--- config.mk ---
export PLATFORM = sky130hd
export DESIGN_NAME = crc8_maxim
export DESIGN_NICKNAME = d
export VERILOG_FILES = /design/src/rtl/crc8_frame_checker_pkg.sv /design/src/rtl/crc8_maxim.sv
export SDC_FILE = /design/constraint.sdc
export NUM_CORES = 1
export LEC_CHECK = 0
export ABC_AREA = 1
export BUFFER_PORTS_ARGS = -buffer_cell sky130_fd_sc_hd__buf_4
export CORE_AREA = 2 2 39 41
export DETAILED_ROUTE_END_ITERATION = 7
export DIE_AREA = 0 0 41 43
export REMOVE_ABC_BUFFERS = 1
export SETUP_SLACK_MARGIN = 0.15
export SLEW_MARGIN = 40
export SYNTH_ARGS = -nofsm -noshare
export SYNTH_HDL_FRONTEND = slang
export SYNTH_SLANG_ARGS = --single-unit
--- constraint.sdc ---
create_clock -name vclk -period 1.45
set_input_delay 0.29 -clock vclk [all_inputs]
set_output_delay 0.29 -clock vclk [all_outputs]
set_load 0.03 [all_outputs]
--- src/rtl/crc8_frame_checker_pkg.sv ---
// -----------------------------------------------------------------------------
// crc8_frame_checker_pkg
//
// Shared constants and types for the receive-side CRC8/Maxim frame checker.
//
// CRC8/Maxim (a.k.a. Dallas/1-Wire): polynomial 0x31, processed reflected
// (LSB first, so the shift register uses the bit-reversed polynomial 0x8C),
// init 0x00, no final xor. Running the CRC over payload followed by the
// appended check byte leaves a residue of 0x00 for an intact frame.
// -----------------------------------------------------------------------------
package crc8_frame_checker_pkg;

    // Width of one stream byte.
    localparam int BYTE_W = 8;

    typedef logic [BYTE_W-1:0] byte_t;

    // Reflected form of the 0x31 generator polynomial.
    localparam byte_t CRC8_MAXIM_POLY_REFL = 8'h8C;

    // Register value at the start of every frame.
    localparam byte_t CRC8_MAXIM_INIT = 8'h00;

    // Register value after payload + appended CRC byte of a good frame.
    localparam byte_t CRC8_MAXIM_RESIDUE = 8'h00;

endpackage : crc8_frame_checker_pkg

--- src/rtl/crc8_maxim.sv ---
// -----------------------------------------------------------------------------
// crc8_maxim
//
// Purely combinational single-byte CRC8/Maxim update step.
//
// Ports:
//   last_crc  in   8  current CRC register value
//   data      in   8  byte to fold into the CRC
//   crc       out  8  CRC register value after consuming data
// -----------------------------------------------------------------------------
module crc8_maxim
    import crc8_frame_checker_pkg::*;
(
    input  logic [BYTE_W-1:0] last_crc,
    input  logic [BYTE_W-1:0] data,
    output logic [BYTE_W-1:0] crc
);

    byte_t work;

    always_comb begin
        // NOTE: every variable written here is assigned unconditionally first,
        // so no path leaves it holding an old value and no latch is inferred.
        work = last_crc ^ data;
        // Reflected algorithm: shift right, fold in the reversed polynomial
        // whenever the bit falling off the bottom is set.
        for (int i = 0; i < BYTE_W; i++) begin
            if (work[0]) begin
                work = (work >> 1) ^ CRC8_MAXIM_POLY_REFL;
            end else begin
                work = work >> 1;
            end
        end
        crc = work;
    end

endmodule : crc8_maxim

==> results.json, run 1 <==
{
  "place.gp.congestion": 0.772,
  "first_pass_iters": 2,
  "highest_layer": "met3",
  "setup_violations": 1,
  "synthCells": 102,
  "grt_pass1_wl_um": 1900,
  "endpoint_kind": "output port",
  "ff_latch_area_um2": 0,
  "ctsHoldBuffers": 0,
  "start_kind": "primary input",
  "antenna_found_initial": 0,
  "max_freq_ghz": 0.686,
  "final_nets": 150,
  "syn_to_final_growth_pct": 92.4,
  "clkPwrFrac": 0,
  "yosysWarnings": 0,
  "num_rows": 14,
  "worstSetupPathType": "primary input to output port",
  "wl_met3_um": 37,
  "slew_violations": 0,
  "power_frac_seq": 0,
  "netSwitchingPower_mw": 0.269,
  "drtAntennaViolNets": 0,
  "p_int_mw": 0.210,
  "seq_cell_count": 0,
  "wl_met1_um": 468,
  "drt_first_iter_violations": 2,
  "crit_top_cell": "nand2_2",
  "power_leakage_nw": 0.518,
  "worstHoldPathType": "primary input to output port",
  "nClkBuffers": 0,
  "vias": 651,
  "rsz0062_at_grt": "true",
  "cp_max_fo": 4,
  "hold_ws_ns": 1.11,
  "slowest_delay_ns": 0.13,
  "synthesis.area_um2": 445,
  "violations": "negative setup slack",
  "worst_pin_slew_ns": 0.170,
  "worstPathArrival_ns": 1.17,
  "numPortBuffers": 24,
  "die_area_mm2": 0.00176,
  "dp_hpwl_um": 916,
  "dpl-instance-area_um2": 668,
  "die_h_um": 43,
  "required_ns": 1.16,
  "fillers": 151,
  "placed_cells": 145,
  "ios": 24,
  "setup_ws_ns": -0.00708,
  "crit_buf_inv": 3,
  "finalHoldViolCount": 0,
  "drc": 0,
  "timing.final.crit_share": 1.00,
  "peakVddDrop_uv": 258,
  "wirelength_um": 1230,
  "cap_violations": 0,
  "ys_seq_area_frac": 0,
  "path_cells": "buf_12 -> nand2_4 -> inv_2 -> nor2_4 -> nand2_2 -> nand2_2 -> nand2_2 -> nand2_2 -> nand2_1 -> nand2_1 -> buf_6",
  "stdcell_count": 148,
  "relSlewSlack": 0.886,
  "grt.total_usage": 0.142,
  "crit_slowest_cell": "nor2_4",
  "syn_area_per_cell_um2": 4.37,
  "comb_power_share": 1.000,
  "antenna_cells": 0,
  "routedWlPerCell_um": 8.32,
  "finalPower_mw": 0.479,
  "powerDensity_mw_per_mm2": 559,
  "switching_share": 0.562,
  "final_area_um2": 857,
  "yosysUniqueCellTypes": 9,
  "via_per_inst": 4.40,
  "critPathTopFamily": "simple AND/OR/NAND/NOR gates",
  "drive_above_1_share": 0.545,
  "start_util": 0.322,
  "run_status": "complete, but fails checks",
  "grt_pass1_vias": 561,
  "die_x_um": 41,
  "overflow": 0,
  "core_mm2": 0.00138,
  "grt_max_degree": 6,
  "period_needed_ns": 1.46,
  "route.met2.wl_um": 726
}
==> layer usage <==
metal | vias up | global-route usage
met2 | 9 | 0.291
li1 | 358 | -
met5 | - | 0
met4 | 0 | 0
met1 | 284 | 0.156
met3 | 0 | 0
==> stage by stage <==
stage                     worst slack (ns)  setup TNS, ns  utilization
final                             -0.00708       -0.00708        0.619
after detailed placement           -0.0745         -0.225        0.483
after global placement             -0.0697         -0.162        0.483
after CTS                         -0.00699        -0.0106        0.580
after global routing               -0.0760         -0.253        0.619
after floorplan                    -0.0786         -0.150            -
==> kinds of logic (layout without fill, tap and decap cells) <==
family | Yosys count | after routing | synth area share
AND/OR/NAND/NOR | 81 | 81 | 0.750
buffers and inverters | 16 | 46 | 0.135
XOR/XNOR | 5 | 5 | 0.115
==> worst min-delay path: stages <==
cell     delay, ns
buf_12        0.10
xnor2_4       0.09
nand3_1       0.11
nand2_2       0.07
buf_4         0.16
==> power by group through the flow <==
stage	clock [mW]	combinational (mW)	sequential [mW]
floorplan	0	0.246	0
global placement	0	0.386	0
detailed placement	0	0.390	0
CTS	0	0.458	0
global route	0	0.517	0
finish	0	0.479	0
==> final timing paths <==
| path | from | end | slack (ns) | cells after the start |
|---|---|---|---|---|
| worst max-delay path | last_crc[0] | crc[1] | -0.007 | 11 |
| worst min-delay path | last_crc[0] | crc[4] | 1.11 | 5 |
==> placed cells by master, fill, tap and decap left out <==
| cell type | netlist | routed |
|---|---|---|
| xor2_1 | 4 | 3 |
| inv_1 | 15 | 8 |
| nand3_1 | 6 | 6 |
| inv_4 | 0 | 1 |
| nand2_4 | 0 | 1 |
| nand2_1 | 68 | 43 |
| xor2_2 | 0 | 1 |
| nand2_2 | 5 | 29 |
| nor2_4 | 1 | 2 |
| buf_6 | 0 | 16 |
| buf_12 | 0 | 1 |
| inv_2 | 1 | 7 |
| buf_4 | 0 | 13 |
| xnor2_4 | 0 | 1 |
==> what timing repair did <==
action | CTS | global route
hold endpoints to repair | 0 | 0
setup buffers | 2 | 1
endpoints found under the setup margin | 8 | 8
pin swaps | 20 | 9
gates resized for setup | 42 | 14
==> final cells by class <==
type | count | area [um2] | area share
Tap cell | 16 | 20.0 | 0.0234
Multi-Input combinational cell | 86 | 477 | 0.556
Inverter | 16 | 62.6 | 0.0730
Timing Repair Buffer | 30 | 298 | 0.347
==> cells in the mapped netlist, drive strengths merged <==
cell | number | share of area
inv | 16 | 0.13
nand2 | 73 | 0.64
nand3 | 6 | 0.067
nor2 | 2 | 0.039
xnor2 | 1 | 0.037
xor2 | 4 | 0.079
Note: power is estimated with default switching activity, not from simulation.
==> run 2: changes to the inputs <==
- ABC_AREA: 1 -> unset
- SKIP_LAST_GASP: unset -> 1
- SLEW_MARGIN: 40 -> 20
==> run 2 against run 1 <==
Total power up 61%; design area down 9.6%; synthesized cell count down 79%; cell count down 51%; utilization down 6.0 points; critical path type unchanged; largest power group unchanged; critical endpoint is now crc[3]; die area unchanged; wire length down 46%; largest cell class unchanged; area after synthesis down 47%; highest routed layer unchanged; non-clock buffer count up 5; setup slack worse by 0.22 ns; combinational power up 61%; the flow still finishes with violations (negative setup slack); flip-flop and latch count unchanged.
==> results.json, run 2 <==
{
  "grt.total_usage": 0.0859,
  "yosysMostFrequentCell": "xnor2_1",
  "overflow": 0,
  "worstHoldPathType": "primary input to output port",
  "post-route-util": 0.560,
  "die_h_um": 43,
  "seq_cell_count": 0,
  "ios": 24,
  "drive_above_1_share": 0.946,
  "setup_violations": 7,
  "first_pass_iters": 1,
  "final_area_um2": 774,
  "final_nets": 74,
  "synthTopCellsByArea": "xnor2_1 (52%), xnor2_2 (21%), xnor3_2 (10%)",
  "drt_first_iter_violations": 0,
  "layout_commonest_cell": "buf_6",
  "numPortBuffers": 24,
  "antenna_found_initial": 0,
  "grt_pass1_wl_um": 1110,
  "die_x_um": 41,
  "relSlewSlack": 0.835,
  "synth.largest_area_cell": "xnor2_1",
  "routedWlPerCell_um": 9.32,
  "max_freq_ghz": 0.597,
  "power_leakage_nw": 0.366,
  "violations": "negative setup slack",
  "syn_area_per_cell_um2": 11.2,
  "ff_latch_area_um2": 0,
  "grt_pass1_vias": 296,
  "start_kind": "primary input",
  "dpl-instance-area_um2": 480,
  "layout_common_cells": "buf_6 (17), buf_4 (13), xnor2_2 (9)",
  "finalHoldViolCount": 0,
  "die_area_mm2": 0.00176,
  "worstSetupPathType": "primary input to output port",
  "via_per_inst": 3.86,
  "rsz0062_at_grt": "true",
  "place.gp.congestion": 0.635,
  "start_util": 0.170,
  "yosysWarnings": 0,
  "synthesis.area_um2": 235,
  "drc": 0,
  "ys_seq_area_frac": 0,
  "vias": 278,
  "ctsHoldBuffers": 0,
  "hold_ws_ns": 1.07,
  "antenna_cells": 0,
  "synthCells": 21,
  "synthTopCellsByCount": "xnor2_1 (14), xnor2_2 (3), xor2_1 (2)",
  "yosysUniqueCellTypes": 5,
  "worst_pin_slew_ns": 0.246,
  "setup_ws_ns": -0.224,
  "worstPathArrival_ns": 1.38,
  "num_rows": 14,
  "timing.final.crit_share": 1.15,
  "peakVddDrop_uv": 433,
  "run_status": "complete, but fails checks",
  "cp_max_fo": 3,
  "endpoint_kind": "output port",
  "synth_top_area_share": 0.521,
  "core_mm2": 0.00138,
  "grt_max_degree": 4,
  "wirelength_um": 671,
  "slew_violations": 0,
  "period_needed_ns": 1.67,
  "required_ns": 1.16,
  "cap_violations": 0,
  "powerDensity_mw_per_mm2": 997,
  "drtAntennaViolNets": 0,
  "nClkBuffers": 0,
  "syn_to_final_growth_pct": 229
}
[run 2: changes by cell type after synthesis, sizes merged]
cell   change
nand3      -6
nand2     -73
xor2       -2
inv       -16
nor2       -2
xnor3      +2
xnor2     +16
[run 2: area by class of cell]
type / instances / area [um2]
Multi-Input combinational cell: 21 / 390
Tap cell: 16 / 20.0
Timing Repair Buffer: 35 / 364
Fill cell: 128 / 609
[run 2: per-layer routing]
| metal | wire (um) | part of all wire | up-vias | GRT usage |
|---|---|---|---|---|
| met1 | 154 | 0.23 | 128 | 0.0820 |
| li1 | - | - | 134 | - |
| met2 | 448 | 0.67 | 16 | 0.184 |
| met5 | 0 | 0 | - | 0 |
| met3 | 68 | 0.10 | 0 | 0.00524 |
| met4 | 0 | 0 | 0 | 0 |
[run 2: repair_timing]
item	in CTS	in global routing
pin swaps	17	11
endpoints found under the setup margin	8	8
resized for setup	32	14
buffers inserted	2	3
[run 2: path summary, 6_finish.rpt]
check	from	endpoint	slack, ns	cells after the start
setup / recovery	data[1]	crc[3]	-0.22	5
hold / removal	last_crc[3]	crc[7]	1.07	5
[run 2: metrics by stage]
stage          setup slack (ns)  cells  setup TNS [ns]  total power, mW
6_report                 -0.224     72           -1.13            0.772
5_1_grt                  -0.273     72           -1.44            0.807
4_1_cts                  -0.225     69           -1.04            0.675
3_5_place_dp             -0.366     67           -1.69            0.565
3_3_place_gp             -0.314     67           -1.68            0.561
2_1_floorplan            -0.380     21           -2.01            0.352
[run 2: report_power, final]
group | internal [mW] | total, mW | switching [mW]
clock network | 0 | 0 | 0
logic | 0.413 | 0.772 | 0.360
registers | 0 | 0 | 0
[run 2: kinds of logic after synthesis]
logic type / Yosys count / share of synthesized area
xor+xnor: 21 / 1.00
[run 2: worst max-delay path, cell delays in order]
cell and delay [ns]:
buf_8 0.10, xnor2_4 0.15, xnor3_2 0.52, xnor2_2 0.17, buf_6 0.15
